==> src/rtl/uart_pkt_rx_ctrl_pkg.sv <==
`timescale 1ns/1ps
`default_nettype none
// ============================================================================
// Module      : uart_pkt_rx_ctrl_pkg
// Description : Shared types and constants for the UART packet receiver:
//               framing FSM state encoding, default SOF value, width helper.
// Revision    : 1.0 - initial release
// ============================================================================
package uart_pkt_rx_ctrl_pkg;

  // Framing states: SOF hunt, length byte, payload bytes, checksum, drain.
  typedef enum logic [2:0] {
    ST_HUNT    = 3'd0,
    ST_LEN     = 3'd1,
    ST_PAYLOAD = 3'd2,
    ST_CSUM    = 3'd3,
    ST_DRAIN   = 3'd4
  } state_e;

  localparam logic [7:0] DEFAULT_SOF = 8'hA5;

  // Address width for an n-entry storage array, never narrower than 1 bit.
  function automatic int unsigned addr_width(input int unsigned n);
    return (n > 1) ? $clog2(n) : 1;
  endfunction

endpackage
`default_nettype wire

==> src/rtl/uart_pkt_buf.sv <==
`timescale 1ns/1ps
`default_nettype none
// ============================================================================
// Module      : uart_pkt_buf
// Description : DEPTH x DBIT payload register file. One synchronous write
//               port, one asynchronous read port, storage is not reset.
// Revision    : 1.0 - initial release
// ============================================================================
module uart_pkt_buf #(
  parameter int DBIT  = 8,
  parameter int DEPTH = 16,
  parameter int AW    = 4
) (
  input  logic            clk,
  input  logic            we_i,
  input  logic [AW-1:0]   waddr_i,
  input  logic [DBIT-1:0] wdata_i,
  input  logic [AW-1:0]   raddr_i,
  output logic [DBIT-1:0] rdata_o
);

  logic [DBIT-1:0] mem_q [DEPTH];

  // Payload write; contents survive between packets, only pointers restart.
  always_ff @(posedge clk) begin
    if (we_i) begin
      mem_q[waddr_i] <= wdata_i;
    end
  end

  assign rdata_o = mem_q[raddr_i];

endmodule
`default_nettype wire

==> src/rtl/uart_pkt_rx_ctrl.sv <==
`timescale 1ns/1ps
`default_nettype none
// ============================================================================
// Module      : uart_pkt_rx_ctrl
// Description : Frames bytes from uart_rx as SOF, LEN, payload, CSUM; buffers
//               the payload, checks length/checksum and releases good packets
//               as a valid/ready stream with a last flag. Bad or stalled
//               packets are dropped with a one-cycle registered error pulse.
// Revision    : 1.0 - initial release
// ============================================================================
module uart_pkt_rx_ctrl
  import uart_pkt_rx_ctrl_pkg::*;
#(
  parameter int              DBIT          = 8,
  parameter int              MAX_LEN       = 16,
  parameter logic [DBIT-1:0] SOF           = DBIT'(DEFAULT_SOF),
  parameter int              TIMEOUT_TICKS = 640
) (
  input  logic            clk,
  input  logic            reset_n,
  input  logic            s_tick,
  input  logic [DBIT-1:0] rx_dout,
  input  logic            rx_done_tick,
  output logic [DBIT-1:0] m_data,
  output logic            m_valid,
  output logic            m_last,
  input  logic            m_ready,
  output logic            err_len,
  output logic            err_csum,
  output logic            err_timeout,
  output logic            err_ovr
);

  localparam int              LW        = $clog2(MAX_LEN + 1);
  localparam int              TW        = $clog2(TIMEOUT_TICKS + 1);
  localparam int              AW        = addr_width(MAX_LEN);
  localparam logic [DBIT-1:0] MAX_LEN_B = DBIT'(MAX_LEN);
  localparam logic [TW-1:0]   TMO_LAST  = TW'(TIMEOUT_TICKS - 1);

  state_e          state_q, state_d;
  logic [LW-1:0]   len_q, len_d;
  logic [LW-1:0]   wr_ptr_q, wr_ptr_d;
  logic [LW-1:0]   rd_ptr_q, rd_ptr_d;
  logic [DBIT-1:0] sum_q, sum_d;
  logic [TW-1:0]   tmo_q, tmo_d;
  logic            err_len_q, err_len_d;
  logic            err_csum_q, err_csum_d;
  logic            err_tmo_q, err_tmo_d;
  logic            err_ovr_q, err_ovr_d;
  logic            buf_we;
  logic            pkt_open;
  logic            tmo_hit;
  logic            last_beat;
  logic [DBIT-1:0] buf_rdata;

  uart_pkt_buf #(
    .DBIT  (DBIT),
    .DEPTH (MAX_LEN),
    .AW    (AW)
  ) u_buf (
    .clk     (clk),
    .we_i    (buf_we),
    .waddr_i (wr_ptr_q[AW-1:0]),
    .wdata_i (rx_dout),
    .raddr_i (rd_ptr_q[AW-1:0]),
    .rdata_o (buf_rdata)
  );

  // A packet is "open" once SOF has been seen and until its checksum arrives.
  assign pkt_open  = (state_q == ST_LEN) || (state_q == ST_PAYLOAD) || (state_q == ST_CSUM);
  // A byte landing on the terminal tick beats the timeout.
  assign tmo_hit   = pkt_open && s_tick && !rx_done_tick && (tmo_q == TMO_LAST);
  assign last_beat = (rd_ptr_q == len_q - LW'(1));

  // State, pointers, checksum and error pulses, all async active-low reset.
  always_ff @(posedge clk or negedge reset_n) begin
    if (!reset_n) begin
      state_q    <= ST_HUNT;
      len_q      <= '0;
      wr_ptr_q   <= '0;
      rd_ptr_q   <= '0;
      sum_q      <= '0;
      tmo_q      <= '0;
      err_len_q  <= 1'b0;
      err_csum_q <= 1'b0;
      err_tmo_q  <= 1'b0;
      err_ovr_q  <= 1'b0;
    end else begin
      state_q    <= state_d;
      len_q      <= len_d;
      wr_ptr_q   <= wr_ptr_d;
      rd_ptr_q   <= rd_ptr_d;
      sum_q      <= sum_d;
      tmo_q      <= tmo_d;
      err_len_q  <= err_len_d;
      err_csum_q <= err_csum_d;
      err_tmo_q  <= err_tmo_d;
      err_ovr_q  <= err_ovr_d;
    end
  end

  // Next-state, datapath updates and error detection for the framing FSM.
  always_comb begin
    state_d    = state_q;
    len_d      = len_q;
    wr_ptr_d   = wr_ptr_q;
    rd_ptr_d   = rd_ptr_q;
    sum_d      = sum_q;
    tmo_d      = '0;
    err_len_d  = 1'b0;
    err_csum_d = 1'b0;
    err_tmo_d  = 1'b0;
    err_ovr_d  = 1'b0;
    buf_we     = 1'b0;

    // Idle counter only runs inside an open packet; any byte restarts it.
    if (pkt_open && !rx_done_tick) begin
      tmo_d = s_tick ? (tmo_q + TW'(1)) : tmo_q;
    end

    case (state_q)
      ST_HUNT: begin
        if (rx_done_tick && (rx_dout == SOF)) begin
          state_d = ST_LEN;
        end
      end

      ST_LEN: begin
        if (rx_done_tick) begin
          if ((rx_dout == '0) || (rx_dout > MAX_LEN_B)) begin
            err_len_d = 1'b1;
            state_d   = ST_HUNT;
          end else begin
            len_d    = rx_dout[LW-1:0];
            sum_d    = rx_dout;
            wr_ptr_d = '0;
            state_d  = ST_PAYLOAD;
          end
        end else if (tmo_hit) begin
          err_tmo_d = 1'b1;
          state_d   = ST_HUNT;
        end
      end

      ST_PAYLOAD: begin
        if (rx_done_tick) begin
          buf_we   = 1'b1;
          sum_d    = sum_q + rx_dout;
          wr_ptr_d = wr_ptr_q + LW'(1);
          if (wr_ptr_q == len_q - LW'(1)) begin
            state_d = ST_CSUM;
          end
        end else if (tmo_hit) begin
          err_tmo_d = 1'b1;
          state_d   = ST_HUNT;
        end
      end

      ST_CSUM: begin
        if (rx_done_tick) begin
          if (rx_dout == sum_q) begin
            rd_ptr_d = '0;
            state_d  = ST_DRAIN;
          end else begin
            err_csum_d = 1'b1;
            state_d    = ST_HUNT;
          end
        end else if (tmo_hit) begin
          err_tmo_d = 1'b1;
          state_d   = ST_HUNT;
        end
      end

      ST_DRAIN: begin
        // No room to start another packet while draining: drop and flag.
        err_ovr_d = rx_done_tick;
        if (m_ready) begin
          rd_ptr_d = rd_ptr_q + LW'(1);
          if (last_beat) begin
            state_d = ST_HUNT;
          end
        end
      end

      default: begin
        state_d = ST_HUNT;
      end
    endcase
  end

  assign m_valid     = (state_q == ST_DRAIN);
  assign m_last      = (state_q == ST_DRAIN) && last_beat;
  assign m_data      = buf_rdata;
  assign err_len     = err_len_q;
  assign err_csum    = err_csum_q;
  assign err_timeout = err_tmo_q;
  assign err_ovr     = err_ovr_q;

endmodule
`default_nettype wire

==> config.mk <==
export PLATFORM = sky130hd
export DESIGN_NAME = uart_pkt_rx_ctrl
export DESIGN_NICKNAME = d
export VERILOG_FILES = /design/src/rtl/uart_pkt_rx_ctrl_pkg.sv /design/src/rtl/uart_pkt_buf.sv /design/src/rtl/uart_pkt_rx_ctrl.sv
export SDC_FILE = /design/constraint.sdc
export NUM_CORES = 1
export LEC_CHECK = 0
export CAP_MARGIN = 20
export CELL_PAD_IN_SITES_DETAIL_PLACEMENT = 2
export CELL_PAD_IN_SITES_GLOBAL_PLACEMENT = 2
export CORE_UTILIZATION = 41
export CTS_CLUSTER_SIZE = 12
export DETAILED_ROUTE_END_ITERATION = 10
export GPL_ROUTABILITY_DRIVEN = 1
export MAX_ROUTING_LAYER = met4
export PLACE_DENSITY = 0.83
export SLEW_MARGIN = 20
export SYNTH_ARGS = -nofsm -noshare
export SYNTH_HDL_FRONTEND = slang
export SYNTH_SLANG_ARGS = --single-unit
==> constraint.sdc <==
create_clock -name clk -period 1.8 [get_ports clk]
set_input_delay 0.18 -clock clk [delete_from_list [all_inputs] [get_ports clk]]
set_output_delay 0.18 -clock clk [all_outputs]
set_load 0.02 [all_outputs]
Word level (Yosys, flattened, before mapping)
Memory sizes are Yosys's and may differ from the RTL's.
Index checks and enable logic that the tools add are counted.
W data, S select, Z words.
{ "totals": {"wordCells": 95, "in_bits": 13, "mem_count": 1, "rom_bits": 0, "out_inout_bits": 14, "ram_bits": 128, "register_bits": 40, "latch_bits": 0} }
{ "memory_table": {"columns": ["name", "words", "word_bits", "read_ports", "rd_ports_with_merged_regs", "wr", "line_no", "source"], "rows": [
  ["u_buf.mem_q", 16, 8, 1, 0, 1, "uart_pkt_buf.sv:22", "logic [DBIT-1:0] mem_q [DEPTH];"]
]} }
{ "op_classes": {"eq_ne": 19, "n_lt_le_gt_ge": 1, "div_mod_pow": 0, "n_addsub": 5, "muxes": 39, "shift": 0, "mul": 0, "bitwise_logic": 1, "n_reduce_logical": 19} }
{ "op_table": {"columns": ["op", "count"], "rows": [
  ["$mux W5", 6],
  ["$mux W3", 9],
  ["$mux W8", 3],
  ["$mux W10", 2],
  ["$pmux W5 S2", 2],
  ["$pmux W8 S2", 1],
  ["$pmux W3 S5", 1],
  ["$mux W1", 14],
  ["$ne A2 B2 Y1 const B", 6],
  ["$reduce_and A4 Y1", 3],
  ["$add A10 B1 Y10 const B", 1],
  ["$add A5 B1 Y5 const B", 2],
  ["$eq A10 B10 Y1 const B", 1],
  ["$eq A5 B5 Y1", 2],
  ["$add A8 B8 Y8", 1],
  ["$eq A8 B8 Y1", 1],
  ["$eq A8 B8 Y1 const B", 1],
  ["$gt A8 B5 Y1 const B", 1],
  ["$logic_not A8 Y1", 1],
  ["$eq A3 B2 Y1 const B", 2],
  ["$logic_and A1 B1 Y1", 6],
  ["$ne A2 B1 Y1 const B", 3],
  ["$sub A5 B1 Y5 const B", 1],
  ["$reduce_bool A2 Y1", 2],
  ["other kinds (10)", 12]
]} }

Depth between registers and ports, before layout
{ "logic_depth": {"ltp_word": 9, "depth_mapped": 8, "mapped_depth_nobuf": 8} }

Modules after synthesis
Synthesis repeated with hierarchy kept, for this count alone.
{ "hier_totals": {"hier_cells": 477, "area_unflattened_um2": 7439.6} }
{ "modules_own_cells": {"columns": ["mod", "area_per_inst_um2", "cells_per_inst", "seq_area_each_um2", "instances"], "rows": [
  ["uart_pkt_buf", 4987.3, 221, 3843.7, 1],
  ["uart_pkt_rx_ctrl", 2452.4, 256, 1001.0, 1]
]} }

Worst setup path after synthesis
No wires, ideal clock.
{ "synth_path": {"path_type": "reg-to-output", "from": "register len_q[0]", "to": "output m_last", "n_path_buf": 0, "t_required_ns": 1.620, "arrival_time_ns": 1.776, "path_slack_ns": -0.156, "path_stages_with_launch": 7, "cell_sequence": "dfrtp_1 -> inv_1 -> ha_1 -> nor3b_1 -> nand3_1 -> a2111oi_0 -> and2_1"} }
{ "synth_via": {"elab_chain_cells": 3} }
{ "synth_lines": {"columns": ["element", "line_no", "source"], "rows": [
  ["start, declared", "uart_pkt_rx_ctrl.sv:41", "logic [LW-1:0] len_q, len_d;"],
  ["start signal, assigned", "uart_pkt_rx_ctrl.sv:90", "len_q <= len_d;"],
  ["$sub A5 B1 Y5", "uart_pkt_rx_ctrl.sv:73", "assign last_beat = (rd_ptr_q == len_q - LW'(1));"],
  ["$eq A5 B5 Y1", "uart_pkt_rx_ctrl.sv:73", null],
  ["$logic_and A1 B1 Y1", "uart_pkt_rx_ctrl.sv:192", "assign m_last = (state_q == ST_DRAIN) && last_beat;"],
  ["end, declared", "uart_pkt_rx_ctrl.sv:26", "output logic m_last,"]
]} }
No other way between the ends.

Worst setup path in the final report
Ends and elaborated chain as after synthesis.

==> impl_metrics.yaml <==
worst_setup_path:
  critPathMaxStageDelay_ns: 0.44
  end_kind: "output pin"
  r2r-start: "sum_q[0]$_DFFE_PN0P_"
  crit_buf_inv: 3
  crit_chain: "inv_2, ha_4, nor3b_4, nand3_2, a2111oi_4, buf_4, and2_4, buf_6"
  slowest_stage: "dfrtp_1"
  crit_family: "simple AND/OR/NAND/NOR gates"
  worstSetupStartpointType: "flop"
  crit_type: "flop to output pin"
  worstPathMaxFanout: 4
  critical_path_arrival_ns: 2.41
  rr_worst_depth: 9
  r2r_slack_ns: -0.30
  timing.rr.end: "sum_q[6]$_DFFE_PN0P_"
  cp.required_ns: 1.62
logic_synthesis:
  ys_async_sr_fraction_pct: 23.81
  synth.cell_area_um2: 7480
  synth_top_area_cell: "edfxtp_1"
  avgSynthCellArea_um2: 16.12
  synthTopCellsByCount: "edfxtp_1, dfrtp_1, nand2_1"
  synth_seq_area_share_pct: 64.77
  syn_inst: 464
  yosys.cell_count.top_type: "edfxtp_1"
  syn-num-nets: 492
  yosysUniqueCellTypes: 51
  synth_top_area_share_pct: 51.39
  synth_seq_cells: 168
  synth_warnings: 0
  dominantRegCellSynth: "edfxtp_1"
  synth_area_leaders: "edfxtp_1, dfrtp_1, mux4_2, mux4_1, ha_1"
  synth-edff-count: 128
global_route:
  antenna_found_initial: 0
  grt_pass1_vias: 5806
  grt_first_pass_wirelength_mm: 40.79
  gr-total-overflow: 0
  grt_use_met2_pct: 56.96
  met1_usage_pct: 37.33
  grt_use_total_pct: 33.37
  grt_max_degree: 33
  grt.busiest_layer: "met2"
  met3_usage_pct: 6.778
pwr:
  power.density_nw_per_um2: 1173
  power_frac_seq_pct: 39.7
  finalPower_mw: 11.89
  peakVddDrop_mv: 0.7664
  pwr-share-comb_pct: 27.4
  p_clk_share_pct: 32.9
  swShare_pct: 32.34
  power.internal_mw: 8.046
  power_switching_mw: 3.847
  p_leak_nw: 3.690
clocking:
  root_buffer: "clkbuf_16"
  cts_tree: "yes"
  clkLatencyLatePin_ns: 0.44
  numClockSinks: 168
  cts_buffer_depth: 2
  cts_inserted_buffers: 17
  clkTransAtPathRegs_ns: 0.08
  h-tree-depth: 4
route:
  dr.pass1.iters: 4
  drc: 0
  routed_wl_mm: 30.16
  avgViaCountPerCell: 6.076
  drtIter0Drc: 507
  num_vias: 5250
  wl_per_cell_um: 34.91
  antenna_left: 0
timing:
  setup_violations: 72
  post-route-min-period_ns: 2.591
  drv_slew: 0
  skew_ns: 0.01975
  worst_slack_ns: -0.7914
  max_freq_ghz: 0.3859
  worst_pin_slew_ns: 0.6161
  hold_viol: 0
  rsz0062_at_grt: "true"
  period_share_pct: 144.0
  max_slew_margin_pct: 58.93
die:
  die_w_um: 137.1
  initial_utilization_pct: 41.78
  design.die.area_um2: 18790
  die_h_um: 137.1
  num_rows: 49
  core_um2: 17900
  ios: 27
hold_path:
  hold_class: "input pin to async pin"
layout:
  design_area_um2: 10140
  diodes: 0
  stdcell_count: 864
  nets: 650
  drive_above_1_share_pct: 46.61
  syn_to_final_growth_pct: 35.60
run_status:
  violations: "setup timing"
  status: "finished, violations left"
placement:
  globalplace.congestion: 0.8027
  place_hpwl_mm: 16.97
  place_area_um2: 8736
  portBuffers: 26
  placedCellCount: 802
flow_run:
  cap_violations: 0
## repair_timing
action / in CTS / in global routing
hold buffers: 1 / 0
resized for setup: 127 / 60
pin swaps: 23 / 22
setup buffers: 15 / 16
gates cloned: 2 / 1
setup endpoints to repair: 157 / 155
hold endpoints to repair: 18 / 0
## how the worst max path moves through the flow
| stage | from | end | cells after the start |
|---|---|---|---|
| finish | len_q[0]$_DFFE_PN0P_ | m_last | 8 |
| global route | len_q[0]$_DFFE_PN0P_ | m_last | 8 |
| CTS | rd_ptr_q[0]$_DFFE_PN0P_ | m_data[4] | 5 |
| detailed placement | len_q[0]$_DFFE_PN0P_ | m_last | 8 |
| global placement | len_q[0]$_DFFE_PN0P_ | m_last | 8 |
| floorplan | rd_ptr_q[0]$_DFFE_PN0P_ | m_data[1] | 4 |
## flip-flops by register name (all words and copies together) (netlist names)
register	flops
err_ovr	1
len_q	5
err_timeout	1
state_q	3
rd_ptr_q	5
u_buf.mem_q	128
sum_q	8
wr_ptr_q	5
tmo_q	10
err_csum	1
err_len	1
## routing by layer
| layer | part of all wire [%] | routed length (um) |
|---|---|---|
| met5 | 0 | 0 |
| met2 | 53 | 16030 |
| met1 | 37 | 11220 |
| met3 | 4.7 | 1405 |
| met4 | 5.0 | 1497 |
## through the flow
step                worst slack [ns]  util (%)  hold slack (ns)  TNS [ns]
floorplan                   -0.06246         -          -0.1156   -0.5455
global placement             -0.6407     48.80           0.1813    -39.96
detailed placement           -0.7574     48.80           0.1950    -60.98
CTS                          -0.7011     54.84           0.2675    -6.619
global route                 -0.8169     56.65           0.3187    -8.497
finish                       -0.7914     56.65           0.3019    -8.690
## layout by cell type, fill, tap and decap left out, drive strengths merged, types with 15 or more instances in the layout
cell,n
buf,140
edfxtp,128
mux4,40
dfrtp,40
nand2,28
nor2,26
clkbuf,18
xnor2,18
inv,15
o21ai,15
## power by group through the flow
stage                     clock network [mW]  logic [mW]  registers, mW
after floorplan                            0        1.13           4.61
after global placement                     0        1.93           4.65
after detailed placement                   0        2.14           4.68
after CTS                               3.88        2.72           4.67
after global routing                    4.09        3.39           4.72
final                                   3.92        3.25           4.72
## kinds of logic after synthesis
kind of cell               share of synthesized area [%]
xor gates and xnor gates                           3.279
DFF                                                64.77
muxes                                              14.14
AOI/OAI and AO/OA                                  3.831
adders and majority gates                          2.610
and+or+nand+nor                                    9.284
buffers and inverters                              2.091
## worst reg2reg max path: stages, from the launching register on
cell and delay, ns:
dfrtp_1 0.39, ha_4 0.17, inv_2 0.04, fa_2 0.37, nor2b_4 0.15, o21a_1 0.17
o21a_1 0.17, buf_4 0.13, mux2i_1 0.22, nand3_1 0.15
## final cells by class
class,count,area (um2)
clock buffer,17,425.4
tap,229,286.5
timing repair buffer,157,1465
sequential,168,4856
fill,1546,7760
clock inverter,15,168.9
multi-input combinational,267,2899
inverter,11,41.29
Power figures use the tool's default switching activity.
